--- src/rtl/imem_load_fetch_ctrl.sv ---
// Loader/fetch sequencer that owns the 256x16 instruction memory.
// Optional KEY_DEBOUNCE_EN adds a per-key debounce counter after the synchronizer.

module imem_key_pulse #(
  parameter int DEBOUNCE_CYCLES = 50000
) (
  input  logic clk,
  input  logic rst_n,
  input  logic key,
  output logic pulse
);
  logic [1:0] sync;
  logic       lvl;
  logic       lvl_q;

  always_ff @(posedge clk or negedge rst_n) begin
    if (!rst_n) sync <= '0;
    else        sync <= {sync[0], key};
  end

`ifdef KEY_DEBOUNCE_EN
  localparam int CW = $clog2(DEBOUNCE_CYCLES + 1);
  logic [CW-1:0] cnt;
  logic          deb;

  // The level only moves once the synchronized key has disagreed for the full window.
  always_ff @(posedge clk or negedge rst_n) begin
    if (!rst_n) begin
      cnt <= '0;
      deb <= 1'b0;
    end else if (sync[1] == deb) begin
      cnt <= '0;
    end else if (cnt == CW'(DEBOUNCE_CYCLES - 1)) begin
      cnt <= '0;
      deb <= sync[1];
    end else begin
      cnt <= cnt + 1'b1;
    end
  end
  assign lvl = deb;
`else
  assign lvl = sync[1];
`endif

  always_ff @(posedge clk or negedge rst_n) begin
    if (!rst_n) lvl_q <= 1'b0;
    else        lvl_q <= lvl;
  end

  assign pulse = lvl & ~lvl_q;
endmodule

module imem_load_fetch_ctrl #(
  parameter int              ADDR_W          = 8,
  parameter int              DATA_W          = 16,
  parameter logic [DATA_W-1:0] HALT_WORD     = 16'hFFFF,
  parameter int              DEBOUNCE_CYCLES = 50000
) (
  input  logic              clk,
  input  logic              rst_n,
  input  logic [DATA_W-1:0] dip,
  input  logic              key_write,
  input  logic              key_run,
  input  logic              key_load,
  output logic [ADDR_W-1:0] mem_addr,
  output logic [DATA_W-1:0] mem_din,
  output logic              mem_we,
  input  logic [DATA_W-1:0] mem_dout,
  output logic [DATA_W-1:0] instr,
  output logic              instr_valid,
  input  logic              instr_ready,
  output logic [ADDR_W-1:0] pc,
  output logic [ADDR_W-1:0] disp_addr,
  output logic [1:0]        mode,
  output logic              wrapped
);
  localparam int NUM_KEYS = 3;
  localparam int K_WR     = 0;
  localparam int K_RUN    = 1;
  localparam int K_LD     = 2;

  typedef enum logic [2:0] {
    S_LOAD, S_WRITE, S_FETCH, S_WAIT, S_VALID, S_HALT
  } state_t;

  logic [NUM_KEYS-1:0] keys;
  logic [NUM_KEYS-1:0] pulses;
  logic                p_wr, p_run, p_ld;

  assign keys  = {key_load, key_run, key_write};
  assign p_wr  = pulses[K_WR];
  assign p_run = pulses[K_RUN];
  assign p_ld  = pulses[K_LD];

  for (genvar k = 0; k < NUM_KEYS; k++) begin : g_key
    imem_key_pulse #(.DEBOUNCE_CYCLES(DEBOUNCE_CYCLES)) u_key (
      .clk   (clk),
      .rst_n (rst_n),
      .key   (keys[k]),
      .pulse (pulses[k])
    );
  end

  state_t              state, state_n;
  logic [ADDR_W-1:0]   load_ptr, load_ptr_n;
  logic [ADDR_W-1:0]   pc_n;
  logic [DATA_W-1:0]   wdata, wdata_n;
  logic [DATA_W-1:0]   instr_n;
  logic                valid_n;
  logic                wrapped_n;
  logic [ADDR_W-1:0]   addr_n;
  logic [DATA_W-1:0]   din_n;
  logic                we_n;

  always_ff @(posedge clk or negedge rst_n) begin
    if (!rst_n) begin
      state       <= S_LOAD;
      load_ptr    <= '0;
      pc          <= '0;
      wdata       <= '0;
      instr       <= '0;
      instr_valid <= 1'b0;
      wrapped     <= 1'b0;
      mem_addr    <= '0;
      mem_din     <= '0;
      mem_we      <= 1'b0;
    end else begin
      state       <= state_n;
      load_ptr    <= load_ptr_n;
      pc          <= pc_n;
      wdata       <= wdata_n;
      instr       <= instr_n;
      instr_valid <= valid_n;
      wrapped     <= wrapped_n;
      mem_addr    <= addr_n;
      mem_din     <= din_n;
      mem_we      <= we_n;
    end
  end

  always_comb begin
    state_n    = state;
    load_ptr_n = load_ptr;
    pc_n       = pc;
    wdata_n    = wdata;
    instr_n    = instr;
    valid_n    = instr_valid;
    wrapped_n  = wrapped;
    case (state)
      S_LOAD: begin
        // Write outranks run; a simultaneous run pulse is simply dropped.
        if (p_wr) begin
          state_n = S_WRITE;
          wdata_n = dip;
        end else if (p_run) begin
          state_n = S_FETCH;
          pc_n    = '0;
        end else if (p_ld) begin
          load_ptr_n = '0;
          wrapped_n  = 1'b0;
        end
      end
      S_WRITE: begin
        load_ptr_n = load_ptr + 1'b1;
        if (load_ptr == '1) wrapped_n = 1'b1;
        state_n = S_LOAD;
      end
      S_FETCH, S_WAIT, S_VALID: begin
        // Abort beats any handshake completing in the same cycle.
        if (p_ld) begin
          state_n    = S_LOAD;
          valid_n    = 1'b0;
          pc_n       = '0;
          load_ptr_n = '0;
          wrapped_n  = 1'b0;
        end else if (state == S_FETCH) begin
          state_n = S_WAIT;
        end else if (state == S_WAIT) begin
          if (mem_dout == HALT_WORD) begin
            state_n = S_HALT;
          end else begin
            instr_n = mem_dout;
            valid_n = 1'b1;
            state_n = S_VALID;
          end
        end else if (instr_ready) begin
          valid_n = 1'b0;
          if (pc == '1) begin
            state_n = S_HALT;
          end else begin
            pc_n    = pc + 1'b1;
            state_n = S_FETCH;
          end
        end
      end
      S_HALT: begin
        if (p_ld) begin
          state_n    = S_LOAD;
          load_ptr_n = '0;
          wrapped_n  = 1'b0;
        end else if (p_run) begin
          state_n = S_FETCH;
          pc_n    = '0;
        end
      end
      default: state_n = S_LOAD;
    endcase
  end

  // Memory port is registered from next-state values so it lines up with the state.
  always_comb begin
    we_n   = (state_n == S_WRITE);
    din_n  = we_n ? wdata_n : mem_din;
    addr_n = (state_n == S_LOAD || state_n == S_WRITE) ? load_ptr_n : pc_n;
  end

  always_comb begin
    case (state)
      S_LOAD, S_WRITE:          mode = 2'b00;
      S_FETCH, S_WAIT, S_VALID: mode = 2'b01;
      S_HALT:                   mode = 2'b10;
      default:                  mode = 2'b00;
    endcase
  end

  assign disp_addr = (state == S_LOAD || state == S_WRITE) ? load_ptr : pc;
endmodule

--- config.mk ---
export PLATFORM = sky130hd
export DESIGN_NAME = imem_load_fetch_ctrl
export DESIGN_NICKNAME = d
export VERILOG_FILES = /design/src/rtl/imem_load_fetch_ctrl.sv
export SDC_FILE = /design/constraint.sdc
export NUM_CORES = 1
export LEC_CHECK = 0
export CAP_MARGIN = 5
export CORE_ASPECT_RATIO = 0.5
export CORE_UTILIZATION = 52
export DETAILED_ROUTE_END_ITERATION = 7
export PLACE_DENSITY = 0.84
export SETUP_SLACK_MARGIN = 0.3
export SKIP_CTS_REPAIR_TIMING = 1
export SKIP_LAST_GASP = 1
export SYNTH_ARGS = -nofsm -noshare
export SYNTH_HDL_FRONTEND = slang
export SYNTH_SLANG_ARGS = --single-unit
--- constraint.sdc ---
create_clock -name clk -period 3.7 [get_ports clk]
set_clock_uncertainty 0.05 [all_clocks]
set_input_delay 0.74 -clock clk [delete_from_list [all_inputs] [get_ports clk]]
set_output_delay 0.74 -clock clk [all_outputs]
set_load 0.01 [all_outputs]
==> out/qor.csv, run 1 <==
metric,value,unit
status,"complete, but fails checks",
violated checks,DRC,
Min-Delay Startpoint,g_key[2].u_key.sync[0],
Layout Nets,446,
CP Capture Type,output pin,
clock-pin slew on the worst setup and hold paths,0.06,ns
TritonRoute pass-1 iters,6,
Hold WS,0.298,ns
Ant. Diodes,0,
Root Buffer,clkbuf_16,
worst reg2reg path startpoint,pc[0],
Final ANT Viol Nets,0,
Initial Util,0.558,
initial antenna violation count,0,
gpl congestion,0.912,
Synthesized Nets,346,
YS warnings,0,
flop2flop setup slack,1.14,ns
Power per Cell Area,618,nW/um^2
Fin. Hold Viols,0,
post-layout util,0.754,
TritonCTS buffer count,9,
RSZ-0062 raised after global routing,false,
largest net degree at the start of global routing,88,
std cell rows,21,
Final Worst Setup Slack,0.586,ns
Register Area,2180,um^2
area delta synth->final,35.1,%
vias in the first global route,2863,
reg2reg path depth,7,
Max transition margin,0.288,
Vias,2859,
die width,124,um
io pins,99,
die area,7810,um^2
final instance area,5230,um^2
max_cap viols,0,
Placed Instances,484,
Post-Syn Area,3870,um^2
CTS Sinks,87,
placed wire-length estimate,6.07,mm
first-pass GRT wire length,14.5,mm
final std cells w/o fill,500,
fin crit period,3.11,ns
Main synth FF type,dfrtp_1,
"Req. time, crit path",2.91,ns
final count of negative-setup-slack endpoints,0,
maximum clock frequency,0.321,GHz
share of layout cells above drive strength 1,0.221,
post-route setup TNS,0,ns
Post-DP Area,4920,um^2
Crit path arrival time,2.32,ns
PortBufs,98,
core area,6940,um^2
P_leak,2.26,nW
Multi-input gate area,1610,um^2
total global-route track usage,0.249,
"FF+latch count, synth",87,
Hold Path Class,flip-flop to flip-flop,
DRC Markers,1,
overall power,3.23,mW
total grt overflow,0,
cells after synthesis,303,
worst-path fanout max,12,
Clock Tree Buf Depth,2,
Fill cells,468,
startpoint types,flip-flop,
Total Routed Length,8.74,mm
worst skew pair latency,0.35,ns
DRT iter0 DRCs,263,
Hold Crit Depth,0,
CTS tree,built,
fin crit share,0.842,
critical setup path kind,flip-flop to output pin,
hold endpoint,g_key[2].u_key.sync[1],
die height,63.0,um
Post-synth EDFFs,0,
DR WL/cell,17.5,um
Slew @ Worst Pin,1.07,ns
Synth cell types,48,
reg2reg end,mem_din[5],
H-tree levels,3,
setup slack at placement,0.635,ns
sequential area share after synthesis,0.562,
Max VDD drop,0.403,mV
Mean Syn Cell Area,12.8,um^2
vias per inst,5.72,
"FFs w/ async S/R, synth",1.00,
count of pins over their slew limit,0,
==> report_power, final <==
group / internal (mW) / switching [mW] / leakage (nW)
logic: 0.600 / 0.384 / 1.04
clock network: 0.546 / 0.376 / 0.143
registers: 1.19 / 0.136 / 1.08
==> how the worst max path moves through the flow <==
stage                  from  slack (ns)  cells after the start           end
3_5_place_dp   mem_dout[14]        0.64                      5     instr[14]
5_1_grt            state[2]        0.46                      4  disp_addr[3]
4_1_cts            state[1]        0.59                      4  disp_addr[6]
6_report           state[1]        0.59                      4  disp_addr[6]
2_1_floorplan   instr_ready        1.30                      7   mem_din[10]
3_3_place_gp    instr_ready        0.78                      7    mem_din[8]
==> layer usage <==
layer / up-vias / track usage / part of all wire
met5: - / 0 / 0
met4: 0 / 0.0908 / 0.019
met3: 17 / 0.0739 / 0.059
met2: 116 / 0.408 / 0.50
met1: 1411 / 0.311 / 0.43
li1: 1315 / - / -
==> state kept, by name, indices dropped and copies added (netlist names), 6 cells and up <==
signal and flops:
g_key.u_key.sync 6, instr 16, load_ptr 8, mem_addr 8, mem_din 16, pc 8, wdata 16
==> worst max-delay path, stage by stage, from the launching register on <==
cell,delay (ns)
dfrtp_1,0.50
inv_1,0.17
ha_1,0.43
mux2_2,0.39
clkdlybuf4s50_1,0.48
==> placed cells by master, fill, tap and decap left out, drive strengths merged, types with 3 or more instances in the layout <==
| cell type | instances |
|---|---|
| dfrtp | 87 |
| inv | 10 |
| clkdlybuf4s50 | 97 |
| nand2b | 4 |
| nand2 | 14 |
| buf | 3 |
| mux2 | 63 |
| nor3 | 3 |
| nor2 | 14 |
| and3 | 5 |
| o31ai | 3 |
| clkbuf | 11 |
| nor2b | 4 |
| ha | 5 |
| nand3 | 9 |
| nand4 | 10 |
| a31oi | 5 |
| o21ai | 20 |
| a21oi | 6 |
==> cells in the mapped netlist, types with 4 or more instances <==
| library cell | instances | area [um^2] |
|---|---|---|
| dfrtp_1 | 87 | 2180 |
| mux2_2 | 54 | 608 |
| o21ai_0 | 19 | 95.1 |
| nor2_1 | 14 | 52.6 |
| nand2_1 | 13 | 48.8 |
| nand4_1 | 10 | 62.6 |
| mux2_4 | 9 | 135 |
| nand3_1 | 9 | 45.0 |
| inv_1 | 8 | 30.0 |
| buf_2 | 7 | 35.0 |
| a21oi_1 | 6 | 30.0 |
| a31oi_1 | 5 | 31.3 |
| and3_1 | 5 | 31.3 |
| ha_1 | 5 | 62.6 |
| nand2b_1 | 4 | 25.0 |
| nor2b_1 | 4 | 25.0 |
==> area by class of cell <==
type	count	share of cell area
sequential	87	0.416
multi-input combinational	197	0.308
inverter	8	0.00574
clock inverter	5	0.0120
tap	92	0.0220
timing repair buffer	100	0.190
clock buffer	11	0.0464
==> logic make-up after synthesis <==
family	share of synthesized area
DFF	0.562
and+or+nand+nor	0.109
muxes	0.192
AOI/OAI and AO/OA	0.0976
buffers and inverters	0.0226
adders and majority gates	0.0162
No activity file was read; power rests on OpenSTA's default activity.
==> inputs of run 2 (changes only) <==
--- a/config.mk
+++ b/config.mk
@@ -7,9 +7,9 @@
 export LEC_CHECK = 0
 export CAP_MARGIN = 5
 export CORE_ASPECT_RATIO = 0.5
-export CORE_UTILIZATION = 52
+export CORE_UTILIZATION = 49
 export DETAILED_ROUTE_END_ITERATION = 7
-export PLACE_DENSITY = 0.84
+export PLACE_DENSITY = 0.8
 export SETUP_SLACK_MARGIN = 0.3
 export SKIP_CTS_REPAIR_TIMING = 1
 export SKIP_LAST_GASP = 1
==> constraint.sdc (replaced) <==
create_clock -name clk -period 3 [get_ports clk]
set_clock_uncertainty 0.05 [all_clocks]
set_input_delay 0.6 -clock clk [delete_from_list [all_inputs] [get_ports clk]]
set_output_delay 0.6 -clock clk [all_outputs]
set_load 0.01 [all_outputs]
==> out/qor.csv, run 2 (synthesis results as in run 1) <==
metric,value,unit,change
status,"finished, final reports clean",,"was complete, but fails checks"
most frequent cells in the layout,"clkdlybuf4s50_1, dfrtp_1, mux2_2, o21ai_0, nor2_1",,"was clkdlybuf4s50_1, dfrtp_1, mux2_2, o21ai_0"
H-tree levels,3,,unchanged
wire length on met1,3.80,mm,was 3.73 mm
CP Capture Type,output pin,,unchanged
DRT iter0 DRCs,231,,was 263
Power per Cell Area,748,nW/um^2,was 618 nW/um^2
die area,8280,um^2,was 7810 um^2
Final Worst Setup Slack,0.399,ns,was 0.586 ns
placed wire-length estimate,6.19,mm,was 6.07 mm
DR WL/cell,16.6,um,was 17.5 um
Slew @ Worst Pin,1.05,ns,was 1.07 ns
critical setup path kind,flip-flop to output pin,,unchanged
Max VDD drop,0.492,mV,was 0.403 mV
Fill cells,533,,was 468
share of layout cells above drive strength 1,0.240,,was 0.221
met2 wire length,4.18,mm,was 4.33 mm
TritonCTS buffer count,9,,unchanged
Fin. Hold Viols,0,,unchanged
Total Routed Length,8.63,mm,was 8.74 mm
Placed Instances,501,,was 484
area delta synth->final,36.8,%,was 35.1%
count of pins over their slew limit,0,,unchanged
Layout Nets,451,,was 446
crit path cell chain,inv_2 > ha_4 > mux2_2 > clkdlybuf4s50_1,,was inv_1 > ha_1 > mux2_2 > clkdlybuf4s50_1
worst skew pair latency,0.33,ns,was 0.35 ns
Initial Util,0.517,,was 0.558
max_cap viols,0,,unchanged
"commonest non-fill, non-tap cell in the layout",clkdlybuf4s50_1,,unchanged
crit-path max cell delay,0.48,ns,was 0.50 ns
PortBufs,98,,unchanged
CTS tree,built,,unchanged
vias per inst,5.50,,was 5.72
vias in the first global route,2802,,"was 2,863"
P_leak,2.29,nW,was 2.26 nW
fin crit period,2.60,ns,
Ant. Diodes,0,,unchanged
final instance area,5300,um^2,was 5230 um^2
DRC Markers,0,,was 1
final count of negative-setup-slack endpoints,0,,unchanged
largest net degree at the start of global routing,88,,unchanged
Max transition margin,0.301,,was 0.288
Root Buffer,clkbuf_16,,unchanged
setup slack at placement,0.140,ns,was 0.635 ns
Post-DP Area,4950,um^2,was 4920 um^2
Hold Path Class,flip-flop to flip-flop,,unchanged
Crit path arrival time,1.95,ns,was 2.32 ns
Vias,2858,,"was 2,859"
CTS Sinks,87,,unchanged
post-route setup TNS,0,ns,unchanged
"Req. time, crit path",2.35,ns,was 2.91 ns
Regs by FF count,"instr: 16 flops, mem_din: 16 flops, wdata: 16 flops",,unchanged
std cell rows,22,,was 21
gpl congestion,0.856,,was 0.912
clock-pin slew on the worst setup and hold paths,0.06,ns,about the same
met3 wire length,501,um,was 512 um
DR top layer,met4,,unchanged
fin crit share,0.867,,
maximum clock frequency,0.384,GHz,
CP max-delay cell,clkdlybuf4s50_1,,was dfrtp_1
Clock Tree Buf Depth,2,,unchanged
die width,128,um,was 124 um
first-pass GRT wire length,13.9,mm,was 14.5 mm
die height,64.9,um,was 63.0 um
core area,7490,um^2,was 6940 um^2
initial antenna violation count,0,,unchanged
total grt overflow,0,,unchanged
Final ANT Viol Nets,0,,unchanged
final std cells w/o fill,520,,was 500
io pins,99,,unchanged
total global-route track usage,0.221,,was 0.249
Top Family by Delay on Critical Path,buffers and inverters,,unchanged
worst-path fanout max,9,,was 12
Hold WS,0.297,ns,was 0.298 ns
RSZ-0062 raised after global routing,false,,unchanged
TritonRoute pass-1 iters,4,,was 6
worst path bufs/invs,2,,unchanged
startpoint types,flip-flop,,unchanged
run 2: power by group:
part	total (mW)	switching, mW	internal, mW
Clock	1.10	0.417	0.684
Combinational	1.23	0.480	0.753
Sequential	1.63	0.161	1.47
Total	3.96	1.06	2.90
run 2: worst paths after layout:
| kind | from | endpoint | slack (ns) | cells after the start |
|---|---|---|---|---|
| min reg2reg | g_key[1].u_key.sync[0] | g_key[1].u_key.sync[1] | 0.30 | 0 |
| max in group asynchronous | rst_n | state[1] | 1.77 | 1 |
| max | state[1] | disp_addr[6] | 0.40 | 4 |
| max reg2reg | state[0] | mem_addr[0] | 0.44 | 7 |
| min | g_key[1].u_key.sync[0] | g_key[1].u_key.sync[1] | 0.30 | 0 |
| min in group asynchronous | rst_n | mem_din[15] | 0.42 | 1 |
run 2: layout make-up:
class | instances | area, um^2 | area share
Clock buffer | 12 | 256 | 0.0484
Clock inverter | 3 | 42.5 | 0.00803
Inverter | 8 | 30.0 | 0.00567
Multi-Input combinational cell | 197 | 1620 | 0.307
Sequential cell | 87 | 2180 | 0.412
Tap cell | 108 | 135 | 0.0255
Timing Repair Buffer | 105 | 1030 | 0.194
run 2: through the flow:
step	util	total power [mW]
global placement	0.661	2.82
floorplan	-	2.23
detailed placement	0.661	2.87
global route	0.707	4.17
finish	0.707	3.96
CTS	0.701	3.98
run 2: routing by layer:
| metal | up-vias | global-route usage |
|---|---|---|
| met2 | 109 | 0.363 |
| li1 | 1321 | - |
| met3 | 15 | 0.0562 |
| met1 | 1413 | 0.286 |
| met5 | - | 0 |
| met4 | 0 | 0.0853 |
==> inputs of run 3 (changes only) <==
--- a/config.mk
+++ b/config.mk
@@ -6,10 +6,13 @@
 export NUM_CORES = 1
 export LEC_CHECK = 0
 export CAP_MARGIN = 5
+export CELL_PAD_IN_SITES_DETAIL_PLACEMENT = 1
+export CELL_PAD_IN_SITES_GLOBAL_PLACEMENT = 1
 export CORE_ASPECT_RATIO = 0.5
-export CORE_UTILIZATION = 49
+export CORE_UTILIZATION = 39
 export DETAILED_ROUTE_END_ITERATION = 7
-export PLACE_DENSITY = 0.8
+export GPL_ROUTABILITY_DRIVEN = 0
+export PLACE_DENSITY_LB_ADDON = 0.1
 export SETUP_SLACK_MARGIN = 0.3
 export SKIP_CTS_REPAIR_TIMING = 1
 export SKIP_LAST_GASP = 1
==> out/qor.csv, run 3 (synthesis results as in run 1) <==
metric,value,unit,change
Gate power share,0.323,,was 0.311
total grt overflow,0,,unchanged
Fin. Hold Viols,0,,unchanged
wire length on met1,4.41,mm,was 3.80 mm
DR WL/cell,18.9,um,was 16.6 um
worst path bufs/invs,3,,was 2
status,"finished, final reports clean",,unchanged
Slew @ Worst Pin,0.651,ns,was 1.05 ns
DRC Markers,0,,unchanged
CP Capture Type,output pin,,unchanged
Power per Cell Area,739,nW/um^2,was 748 nW/um^2
crit-path max cell delay,0.48,ns,about the same
CP max-delay cell,clkdlybuf4s50_1,,unchanged
largest net degree at the start of global routing,45,,was 88
"commonest non-fill, non-tap cell in the layout",clkdlybuf4s50_1,,unchanged
share of layout cells above drive strength 1,0.254,,was 0.240
Ant. Diodes,0,,unchanged
vias per inst,5.23,,was 5.50
startpoint types,flip-flop,,unchanged
PortBufs,98,,unchanged
Crit. path cell count,5,,was 4
most frequent cells in the layout,"clkdlybuf4s50_1, dfrtp_1, mux2_2, o21ai_0, nor2_1",,unchanged
Max VDD drop,0.366,mV,was 0.492 mV
"Req. time, crit path",2.35,ns,about the same
Crit path arrival time,2.00,ns,was 1.95 ns
std cell rows,25,,was 22
die height,72.5,um,was 64.9 um
count of pins over their slew limit,0,,unchanged
H-tree levels,3,,unchanged
Fill cells,972,,was 533
Clock Tree Buf Depth,2,,unchanged
Total Routed Length,10.4,mm,was 8.63 mm
reg2reg path depth,6,,was 7
Root Buffer,clkbuf_16,,unchanged
core area,9540,um^2,was 7490 um^2
cell-internal power,2.81,mW,was 2.90 mW
DRT iter0 DRCs,104,,was 231
max_cap viols,0,,unchanged
worst skew pair latency,0.34,ns,was 0.33 ns
fin crit period,2.65,ns,was 2.60 ns
vias in the first global route,3207,,"was 2,802"
Sequential Power Share,0.412,,was 0.411
worst-path fanout max,5,,was 9
met3 wire length,578,um,was 501 um
critical setup path kind,flip-flop to output pin,,unchanged
Regs by FF count,"instr: 16 flops, mem_din: 16 flops, wdata: 16 flops",,unchanged
DR top layer,met4,,unchanged
placed wire-length estimate,7.43,mm,was 6.19 mm
maximum clock frequency,0.377,GHz,was 0.384 GHz
Final ANT Viol Nets,0,,unchanged
post-route setup TNS,0,ns,unchanged
post-layout util,0.564,,was 0.707
TritonRoute pass-1 iters,4,,unchanged
Sw Ratio,0.294,,was 0.267
Max transition margin,0.563,,was 0.301
clock network fraction of total power,0.265,,was 0.278
Top Family by Delay on Critical Path,buffers and inverters,,unchanged
total global-route track usage,0.216,,was 0.221
final count of negative-setup-slack endpoints,0,,unchanged
P_leak,2.30,nW,was 2.29 nW
TritonCTS buffer count,9,,unchanged
area delta synth->final,39.1,%,was 36.8%
Sw Pwr,1.17,mW,was 1.06 mW
overall power,3.98,mW,was 3.96 mW
Hold Path Class,input port to asynchronous set/reset pin,,was flip-flop to flip-flop
RSZ-0062 raised after global routing,false,,unchanged
initial antenna violation count,0,,unchanged
die width,143,um,was 128 um
crit path cell chain,inv_2 > ha_4 > buf_4 > mux2_2 > clkdlybuf4s50_1,,was inv_2 > ha_4 > mux2_2 > clkdlybuf4s50_1
clock-pin slew on the worst setup and hold paths,0.06,ns,about the same
io pins,99,,unchanged
Hold WS,0.201,ns,was 0.297 ns
fin crit share,0.884,,was 0.867
Layout Nets,455,,was 451
die area,10400,um^2,was 8280 um^2
CTS Sinks,87,,unchanged
CTS tree,built,,unchanged
Vias,2887,,"was 2,858"
met2 wire length,5.31,mm,was 4.18 mm
Initial Util,0.406,,was 0.517
first-pass GRT wire length,16.8,mm,was 13.9 mm
-- run 3: power groups by stage --
stage	logic (mW)	clock network [mW]	registers [mW]
detailed placement	1.26	0	1.65
global route	1.38	1.13	1.68
CTS	1.27	1.09	1.64
floorplan	0.528	0	1.70
global placement	1.21	0	1.63
finish	1.29	1.05	1.64
-- run 3: area by class of cell --
class	instances	area, um^2	area share
Inverter	8	30.0	0.00558
Clock inverter	6	52.6	0.00976
Sequential cell	87	2180	0.405
Multi-Input combinational cell	197	1640	0.304
Clock buffer	10	229	0.0425
Tap cell	135	169	0.0314
Timing Repair Buffer	109	1090	0.202
-- run 3: final timing paths --
check | from | endpoint | slack, ns
setup / recovery | state[2] | disp_addr[0] | 0.35
hold / removal | rst_n | mem_addr[0] | 0.20
setup reg to reg | state[0] | mem_din[6] | 0.47
hold reg to reg | g_key[2].u_key.sync[0] | g_key[2].u_key.sync[1] | 0.30
max in group asynchronous | rst_n | instr[13] | 1.96
min in group clk | g_key[2].u_key.sync[0] | g_key[2].u_key.sync[1] | 0.30
-- run 3: per-stage QoR --
stage	instance area, um^2	worst slack [ns]	std cells
6_report	5380	0.348	552
4_1_cts	5310	-0.0142	548
5_1_grt	5380	0.291	552
3_5_place_dp	5030	0.225	532
2_1_floorplan	3870	0.628	303
3_3_place_gp	5030	0.231	532
-- run 3: per-layer routing --
layer | track usage | up-vias
met4 | 0.0777 | 0
met2 | 0.364 | 75
li1 | - | 1323
met5 | 0 | -
met3 | 0.0640 | 13
met1 | 0.268 | 1476
-- run 3: worst reg2reg max path: cells and delay by family, from the launching register on --
family	cells	cell delay (ns)
flip-flops	1	0.53
AO/OA/AOI/OAI	2	0.47
multiplexers	1	0.38
AND/OR/NAND/NOR	3	1.00
